===== src/rtl/sidm_mac_pipelined.sv =====
// Pipelined SIDM multiply-accumulate: 18x12, dual 3x(6x6) or quad 3x(3x3) lanes,
// per-lane accumulation and a backpressured result stream.
module sidm_mac_pipelined #(
    parameter int PIPE_STAGES = 3,
    parameter int ACC_W       = 48
) (
    input  logic             clk,
    input  logic             reset_n,
    input  logic             in_valid,
    output logic             in_ready,
    input  logic [35:0]      a,
    input  logic [35:0]      b,
    input  logic             a_sign,
    input  logic             b_sign,
    input  logic [1:0]       mode,
    input  logic             acc_clear,
    input  logic             acc_last,
    output logic             out_valid,
    input  logic             out_ready,
    output logic [ACC_W-1:0] out_data,
    output logic             mode_err
);

    localparam int LW2 = ACC_W / 2;
    localparam int LW4 = ACC_W / 4;

    typedef enum logic {IDLE, ACCUM} state_t;

    state_t             state;
    state_t             state_nx;
    logic               stall;
    logic               accept;
    logic               first;
    logic               mode_bad;
    logic [1:0]         mode_sel;
    logic [1:0]         mode_use;
    logic [1:0]         mode_q;
    logic [ACC_W-1:0]   part;
    logic [LW2-1:0]     sum2;
    logic [LW4-1:0]     sum4;

    logic [PIPE_STAGES-1:0] pv;
    logic [PIPE_STAGES-1:0] pf;
    logic [PIPE_STAGES-1:0] pl;
    logic [ACC_W-1:0]       pd [PIPE_STAGES];
    logic [1:0]             pm [PIPE_STAGES];

    logic [ACC_W-1:0]   acc;
    logic [ACC_W-1:0]   acc_nx;
    logic               done;

    function automatic logic signed [31:0] mul18(input logic [17:0] x,
                                                 input logic [11:0] y,
                                                 input logic xs,
                                                 input logic ys);
        logic signed [31:0] xe;
        logic signed [31:0] ye;
        xe = 32'(signed'({xs & x[17], x}));
        ye = 32'(signed'({ys & y[11], y}));
        return xe * ye;
    endfunction

    function automatic logic signed [13:0] mul6(input logic [5:0] x,
                                                input logic [5:0] y,
                                                input logic xs,
                                                input logic ys);
        logic signed [13:0] xe;
        logic signed [13:0] ye;
        xe = 14'(signed'({xs & x[5], x}));
        ye = 14'(signed'({ys & y[5], y}));
        return xe * ye;
    endfunction

    function automatic logic signed [7:0] mul3(input logic [2:0] x,
                                               input logic [2:0] y,
                                               input logic xs,
                                               input logic ys);
        logic signed [7:0] xe;
        logic signed [7:0] ye;
        xe = 8'(signed'({xs & x[2], x}));
        ye = 8'(signed'({ys & y[2], y}));
        return xe * ye;
    endfunction

    assign stall    = out_valid & ~out_ready;
    assign in_ready = ~stall;
    assign accept   = in_valid & ~stall;

    // FSM state register: tracks whether a group is open
    always_ff @(posedge clk) begin
        if (!reset_n) state <= IDLE;
        else          state <= state_nx;
    end

    // FSM next state: every accepted beat opens or closes a group
    always_comb begin
        state_nx = state;
        if (accept) state_nx = acc_last ? IDLE : ACCUM;
    end

    // FSM outputs: group-start flag and effective (latched) mode
    always_comb begin
        first    = (state == IDLE) | acc_clear;
        mode_sel = first ? mode : mode_q;
        mode_bad = (mode_sel == 2'b11);
        mode_use = mode_bad ? 2'b00 : mode_sel;
    end

    // Mode latch and sticky illegal-mode flag
    always_ff @(posedge clk) begin
        if (!reset_n) begin
            mode_q   <= 2'b00;
            mode_err <= 1'b0;
        end else if (accept) begin
            if (first) mode_q <= mode_use;
            if (mode_bad) mode_err <= 1'b1;
        end
    end

    // Partial product per beat, packed into lanes
    always_comb begin
        part = '0;
        sum2 = '0;
        sum4 = '0;
        case (mode_use)
            2'b01: begin
                for (int j = 0; j < 2; j++) begin
                    sum2 = '0;
                    for (int k = 0; k < 3; k++) begin
                        sum2 = sum2 + LW2'(mul6(a[18*j+6*k +: 6],
                                                b[18*j+6*k +: 6],
                                                a_sign, b_sign));
                    end
                    part[j*LW2 +: LW2] = sum2;
                end
            end
            2'b10: begin
                for (int i = 0; i < 4; i++) begin
                    sum4 = '0;
                    for (int k = 0; k < 3; k++) begin
                        sum4 = sum4 + LW4'(mul3(a[(i/2)*18+(i%2)*3+6*k +: 3],
                                                b[(i/2)*18+(i%2)*3+6*k +: 3],
                                                a_sign, b_sign));
                    end
                    part[i*LW4 +: LW4] = sum4;
                end
            end
            default: begin
                part = ACC_W'(mul18(a[17:0], b[11:0], a_sign, b_sign));
            end
        endcase
    end

    // Product pipeline; frozen as a whole while the output is stalled
    always_ff @(posedge clk) begin
        if (!reset_n) begin
            pv <= '0;
            pf <= '0;
            pl <= '0;
            for (int i = 0; i < PIPE_STAGES; i++) begin
                pd[i] <= '0;
                pm[i] <= 2'b00;
            end
        end else if (!stall) begin
            pv[0] <= accept;
            pf[0] <= first;
            pl[0] <= acc_last;
            pd[0] <= part;
            pm[0] <= mode_use;
            for (int i = 1; i < PIPE_STAGES; i++) begin
                pv[i] <= pv[i-1];
                pf[i] <= pf[i-1];
                pl[i] <= pl[i-1];
                pd[i] <= pd[i-1];
                pm[i] <= pm[i-1];
            end
        end
    end

    // Lane-isolated accumulate: no carry crosses a lane boundary
    always_comb begin
        acc_nx = acc;
        if (pf[PIPE_STAGES-1]) begin
            acc_nx = pd[PIPE_STAGES-1];
        end else begin
            case (pm[PIPE_STAGES-1])
                2'b01: begin
                    for (int j = 0; j < 2; j++)
                        acc_nx[j*LW2 +: LW2] = acc[j*LW2 +: LW2]
                                             + pd[PIPE_STAGES-1][j*LW2 +: LW2];
                end
                2'b10: begin
                    for (int i = 0; i < 4; i++)
                        acc_nx[i*LW4 +: LW4] = acc[i*LW4 +: LW4]
                                             + pd[PIPE_STAGES-1][i*LW4 +: LW4];
                end
                default: acc_nx = acc + pd[PIPE_STAGES-1];
            endcase
        end
    end

    // Accumulator and group-complete flag
    always_ff @(posedge clk) begin
        if (!reset_n) begin
            acc  <= '0;
            done <= 1'b0;
        end else if (!stall) begin
            if (pv[PIPE_STAGES-1]) acc <= acc_nx;
            done <= pv[PIPE_STAGES-1] & pl[PIPE_STAGES-1];
        end
    end

    // Result register; holds value while the consumer stalls
    always_ff @(posedge clk) begin
        if (!reset_n) begin
            out_valid <= 1'b0;
            out_data  <= '0;
        end else if (!stall) begin
            out_valid <= done;
            if (done) out_data <= acc;
        end
    end

endmodule


===== config.mk =====
export PLATFORM = sky130hd
export DESIGN_NAME = sidm_mac_pipelined
export DESIGN_NICKNAME = d
export VERILOG_FILES = /design/src/rtl/sidm_mac_pipelined.sv
export SDC_FILE = /design/constraint.sdc
export NUM_CORES = 2
export LEC_CHECK = 0
export CAP_MARGIN = 0
export CELL_PAD_IN_SITES_DETAIL_PLACEMENT = 1
export CELL_PAD_IN_SITES_GLOBAL_PLACEMENT = 2
export CORE_UTILIZATION = 45
export DETAILED_ROUTE_END_ITERATION = 8
export PLACE_DENSITY = 0.89
export SETUP_SLACK_MARGIN = 0.5
export SLEW_MARGIN = 20
export SYNTH_ARGS = -nofsm -noshare
export SYNTH_HDL_FRONTEND = slang
export SYNTH_SLANG_ARGS = --single-unit

===== constraint.sdc =====
create_clock -name clk -period 19.41 [get_ports clk]
set_clock_uncertainty 0.2 [all_clocks]
set_input_delay 5.823 -clock clk [delete_from_list [all_inputs] [get_ports clk]]
set_output_delay 5.823 -clock clk [all_outputs]
set_load 0.02 [all_outputs]

Word-level counts from Yosys, hierarchy flattened --
Memories as Yosys holds them, arrays and structs flattened. Cells that the tools add are included.
Storage, ports and cells: bits in registers 111, memory bits (writable) 150, word-level logic and storage cells 112, memories 2
Operators by class: add/subtract/negate cells 19, multiply operators 19, equality and inequality tests 5, mux-type cells 16, bitwise gates (word level) 37, reductions and logical operators 4
Memories:
- pd | words 3, bits a word 48, rd ports 3, clocked after memory_dff 0, wr ports 3, line 45 | logic [ACC_W-1:0] pd [PIPE_STAGES];
- pm | words 3, bits a word 2, rd ports 3, clocked after memory_dff 0, wr ports 3, line 46 | logic [1:0] pm [PIPE_STAGES];
Operators by type and width (number):
- 2-to-1 mux 48 bit | 4
- one-hot mux 48 bit (2 select lines) | 2
- multiplier 4 x 4 -> 8 bit | 12
- multiplier 7 x 7 -> 14 bit | 6
- adder 12 bit | 4
- adder 24 bit | 2
- adder 48 bit | 1
- adder 9 x 8 -> 10 bit | 4
- adder 8 x 8 -> 9 bit | 4
- adder 15 x 14 -> 16 bit | 2
- multiplier 19 x 13 -> 32 bit | 1
- adder 14 x 14 -> 15 bit | 2
- AND 1 bit | 27
- 2-to-1 mux 2 bit | 5
- AND reduction 2 bit | 4
- OR 1 bit | 7
- equality test 2 bit (second input constant) | 3
- 2-to-1 mux 1 bit | 5
- equality test 2 x 1 -> 1 bit (second input constant) | 2
- inverter 1 bit | 3

Logic depth before layout (Yosys ltp) --
depth after elaboration 8, mapped depth 26

Worst setup path before layout --
Ideal clock, no wire load.
path type input -> output, start input port out_ready, end output port in_ready, data arrival time 6.884 ns, required time 13.387 ns, path slack 6.503 ns, stages 5, buffers on the path 3, cells stage by stage nor2b_1 inv_1 clkbuf_1 clkbuf_1 clkbuf_1
Between the ends: cells in the longest elaborated chain, start to end 3
Ends and longest elaborated chain:
- from (decl) | line 19 | input logic out_ready,
- inverter 1 bit | line 85 | assign stall = out_valid & ~out_ready;
- AND 1 bit | line 85
- inverter 1 bit (no line)
- to (decl) | line 10 | output logic in_ready,
No other way between the ends.

==> results.json <==
{
  "syn_to_final_growth_pct": 7.727,
  "postSynth.asyncResetShare_pct": 0,
  "critPathMaxFanout": 22,
  "crit_top_cell": "fa_1",
  "final_core_util_pct": 48.93,
  "synth_area_per_cell_sq_um": 9.393,
  "vias": 31906,
  "route.final.wire_length_um": 124200,
  "grt_overflow_total": 0,
  "syn_inst": 4587,
  "n_antenna_cell": 0,
  "h-tree-depth": 1,
  "grt_max_degree": 116,
  "io_pins": 133,
  "netlist-cell-type-count": 82,
  "cp.arrival_ps": 13970,
  "synth_edf_count": 144,
  "fmax_mhz": 72.10,
  "portBuffers": 132,
  "p_total_uw": 8693,
  "rsz0062_at_grt": "no",
  "grt_pass1_wl_um": 199900,
  "drive_gt1_share_pct": 3.425,
  "drc": 0,
  "clkTransAtPathRegs_ps": 60,
  "die_area_sq_mm": 0.09699,
  "drv_cap": 0,
  "cts_hold_buf": 0,
  "worst_pin_slew_ps": 1141,
  "cts_tree": "built",
  "cts_setup_buffers": 0,
  "synth_seq_cells": 255,
  "dpl-instance-area_sq_mm": 0.04556,
  "postRouteAntennaNets": 0,
  "cp-startpoint": "b[5]",
  "ys.warnings.count": 0,
  "seq_area_sq_mm": 0.006548,
  "initial_core_util_pct": 45.42,
  "vias_per_cell": 5.428,
  "clk_latency_ps": 550,
  "ys_dominant_reg_cell": "edfxtp_1",
  "grt_pass1_vias": 35607,
  "cp-end-kind": "flop",
  "cts_buffers": 27,
  "path_cells": "clkdlybuf4s50_1 -> nand2_1 -> or2_2 -> fa_1 -> inv_1 -> fa_1 -> inv_1 -> fa_1 -> fa_1 -> inv_1 -> fa_1 -> fa_1 -> inv_1 -> fa_1 -> inv_1 -> ha_1 -> or3_1 -> o21ai_1 -> a21oi_1 -> a221o_1 -> a31o_1 -> a211oi_2 -> o21ai_1 -> and3_1",
  "synth.yosys.seq_area_share_pct": 15.19,
  "maxSlewViolCount": 0,
  "status": "finished, final reports clean",
  "drt_iter0_markers": 1893,
  "relSlewSlack_pct": 23.67,
  "hold_path_startpoint": "out_data[8]",
  "peakVddDrop_mv": 0.2748,
  "crit_path_max_incr_delay_ps": 1150,
  "drt_first_pass_iters": 7,
  "nets": 5828,
  "crit_type": "primary input to flop",
  "die_width_um": 311.4,
  "stdcell_area_sq_mm": 0.04642,
  "core.rowCount": 113,
  "fin_crit_ps": 13870,
  "place_congestion": 0.9140,
  "finalSetupTns_ps": 0,
  "cts_resized": 0,
  "holdCritPathClass": "flop to flop",
  "timing.final.hold_violations": 0,
  "setup_viol": 0,
  "crit_slowest_cell": "clkdlybuf4s50_1",
  "dieHeight_um": 311.4,
  "startpoint_type": "primary input",
  "core_sq_mm": 0.09487,
  "cts_sinks": 255,
  "synth_nets": 5822,
  "cts_buffer_depth": 3,
  "rr_startpoint": "acc[36]",
  "dpl.hpwl_um": 102900,
  "min_period_over_period_pct": 71.45,
  "multi_input_area_sq_mm": 0.03214,
  "p_leak_uw": 0.02280,
  "netlist_area_sq_mm": 0.04309,
  "cp_data_required_time_ps": 19510,
  "fillers": 10803,
  "cts_root_buffer": "clkbuf_16",
  "grtUsageTotal_pct": 26.17,
  "antenna_found_initial": 0,
  "powerDensity_mw_per_mm2": 187.3,
  "avgRoutedWirePerCell_um": 21.13
}
-- final cells by class --
cell class / instances / share of cell area [%]
multi-input cells: 3160 / 69.25
flip-flops and latches: 255 / 14.11
inverters: 977 / 7.904
repair buffers: 172 / 3.477
well taps: 1265 / 3.410
clock buffers: 32 / 1.496
clock inverters: 17 / 0.3531
-- cells in the mapped netlist, drive strengths merged, types with 111 or more instances --
| cell | instances | area share (%) |
|---|---|---|
| inv | 977 | 8.5 |
| fa | 800 | 37 |
| nand2 | 431 | 3.8 |
| ha | 353 | 10 |
| a21oi | 239 | 2.8 |
| and2 | 216 | 3.1 |
| clkbuf | 179 | 1.6 |
| and3 | 145 | 2.1 |
| edfxtp | 144 | 10 |
| nor2 | 139 | 1.2 |
| dfxtp | 111 | 5.2 |
-- per-layer routing --
metal  GRT usage [%]  up-vias  share of wire, %
met5               0        -                 0
met4           6.729        0               2.7
li1                -    14552                 -
met3           1.557      181               3.5
met2           46.04      605                50
met1           35.08    16568                44
-- kinds of logic after synthesis --
family	count (synthesis)	synth area share (%)
xor gates and xnor gates	159	3.267
adders and majority gates	1153	47.42
AOI/OAI and AO/OA	676	10.21
buffers and inverters	1172	10.24
DFF	255	15.19
muxes	11	0.2643
and+or+nand+nor	1161	13.41
-- flip-flops by register name (all words and copies together) (netlist names) --
name and count:
mode_err 1, pf 3, state 1, pm 6, out_data 48, pd 138, pv 3, out_valid 1
acc 48, done 1, mode_q 2, pl 3
-- final timing paths --
| check | to | slack (ps) | cells after the start |
|---|---|---|---|
| worst min register to register | out_data[8] | 250 | 2 |
| worst max-delay path | pd[0][23] | 5540 | 24 |
| worst max register to register | acc[44] | 15650 | 11 |
| worst min-delay path | out_data[8] | 250 | 2 |
-- layout by cell type, fill, tap and decap left out, types with 32 or more instances in the layout --
master           netlist  layout
xor2_1                54      54
and3_1               145     145
or2_2                 40      40
fa_1                 800     800
a221oi_1              39      39
inv_1                977     975
xnor2_1              103     103
ha_1                 353     352
clkdlybuf4s50_1        0     130
o21ai_0               72      72
nand3_1               52      52
edfxtp_1             144     144
a21o_1                82      82
dfxtp_1              111     110
nor2_1               139     139
nand2_1              431     429
a211oi_1              32      32
a21oi_1              236     236
and2_1               216     214
o21ai_1               32      32
buf_4                  0      41
nor3_1                42      42
-- critical path, delay by kind of cell --
| kind | cells | cell delay, ps |
|---|---|---|
| compound gates | 6 | 1570 |
| fa+ha+maj | 8 | 3650 |
| buf+inv | 6 | 1470 |
| simple gates | 4 | 1440 |
-- through the flow --
| step | hold WS [ps] | cells | setup slack [ps] |
|---|---|---|---|
| 3_3_place_gp | 239.7 | 5829 | 5099 |
| 4_1_cts | 255.6 | 5878 | 5560 |
| 2_1_floorplan | 232.1 | 4587 | 6503 |
| 5_1_grt | 268.0 | 5878 | 5210 |
| 3_5_place_dp | 247.2 | 5829 | 5005 |
| 6_report | 252.3 | 5878 | 5541 |
-- power breakdown --
| group | internal [uW] | leakage [uW] | switching, uW | total, uW |
|---|---|---|---|---|
| Combinational | 3020 | 0.0198 | 4460 | 7480 |
| Clock | 286 | 0.000421 | 223 | 509 |
| Sequential | 682 | 0.00263 | 26.5 | 708 |
| Total | 3980 | 0.0228 | 4710 | 8690 |
No activity file was read; power rests on OpenSTA's default activity.
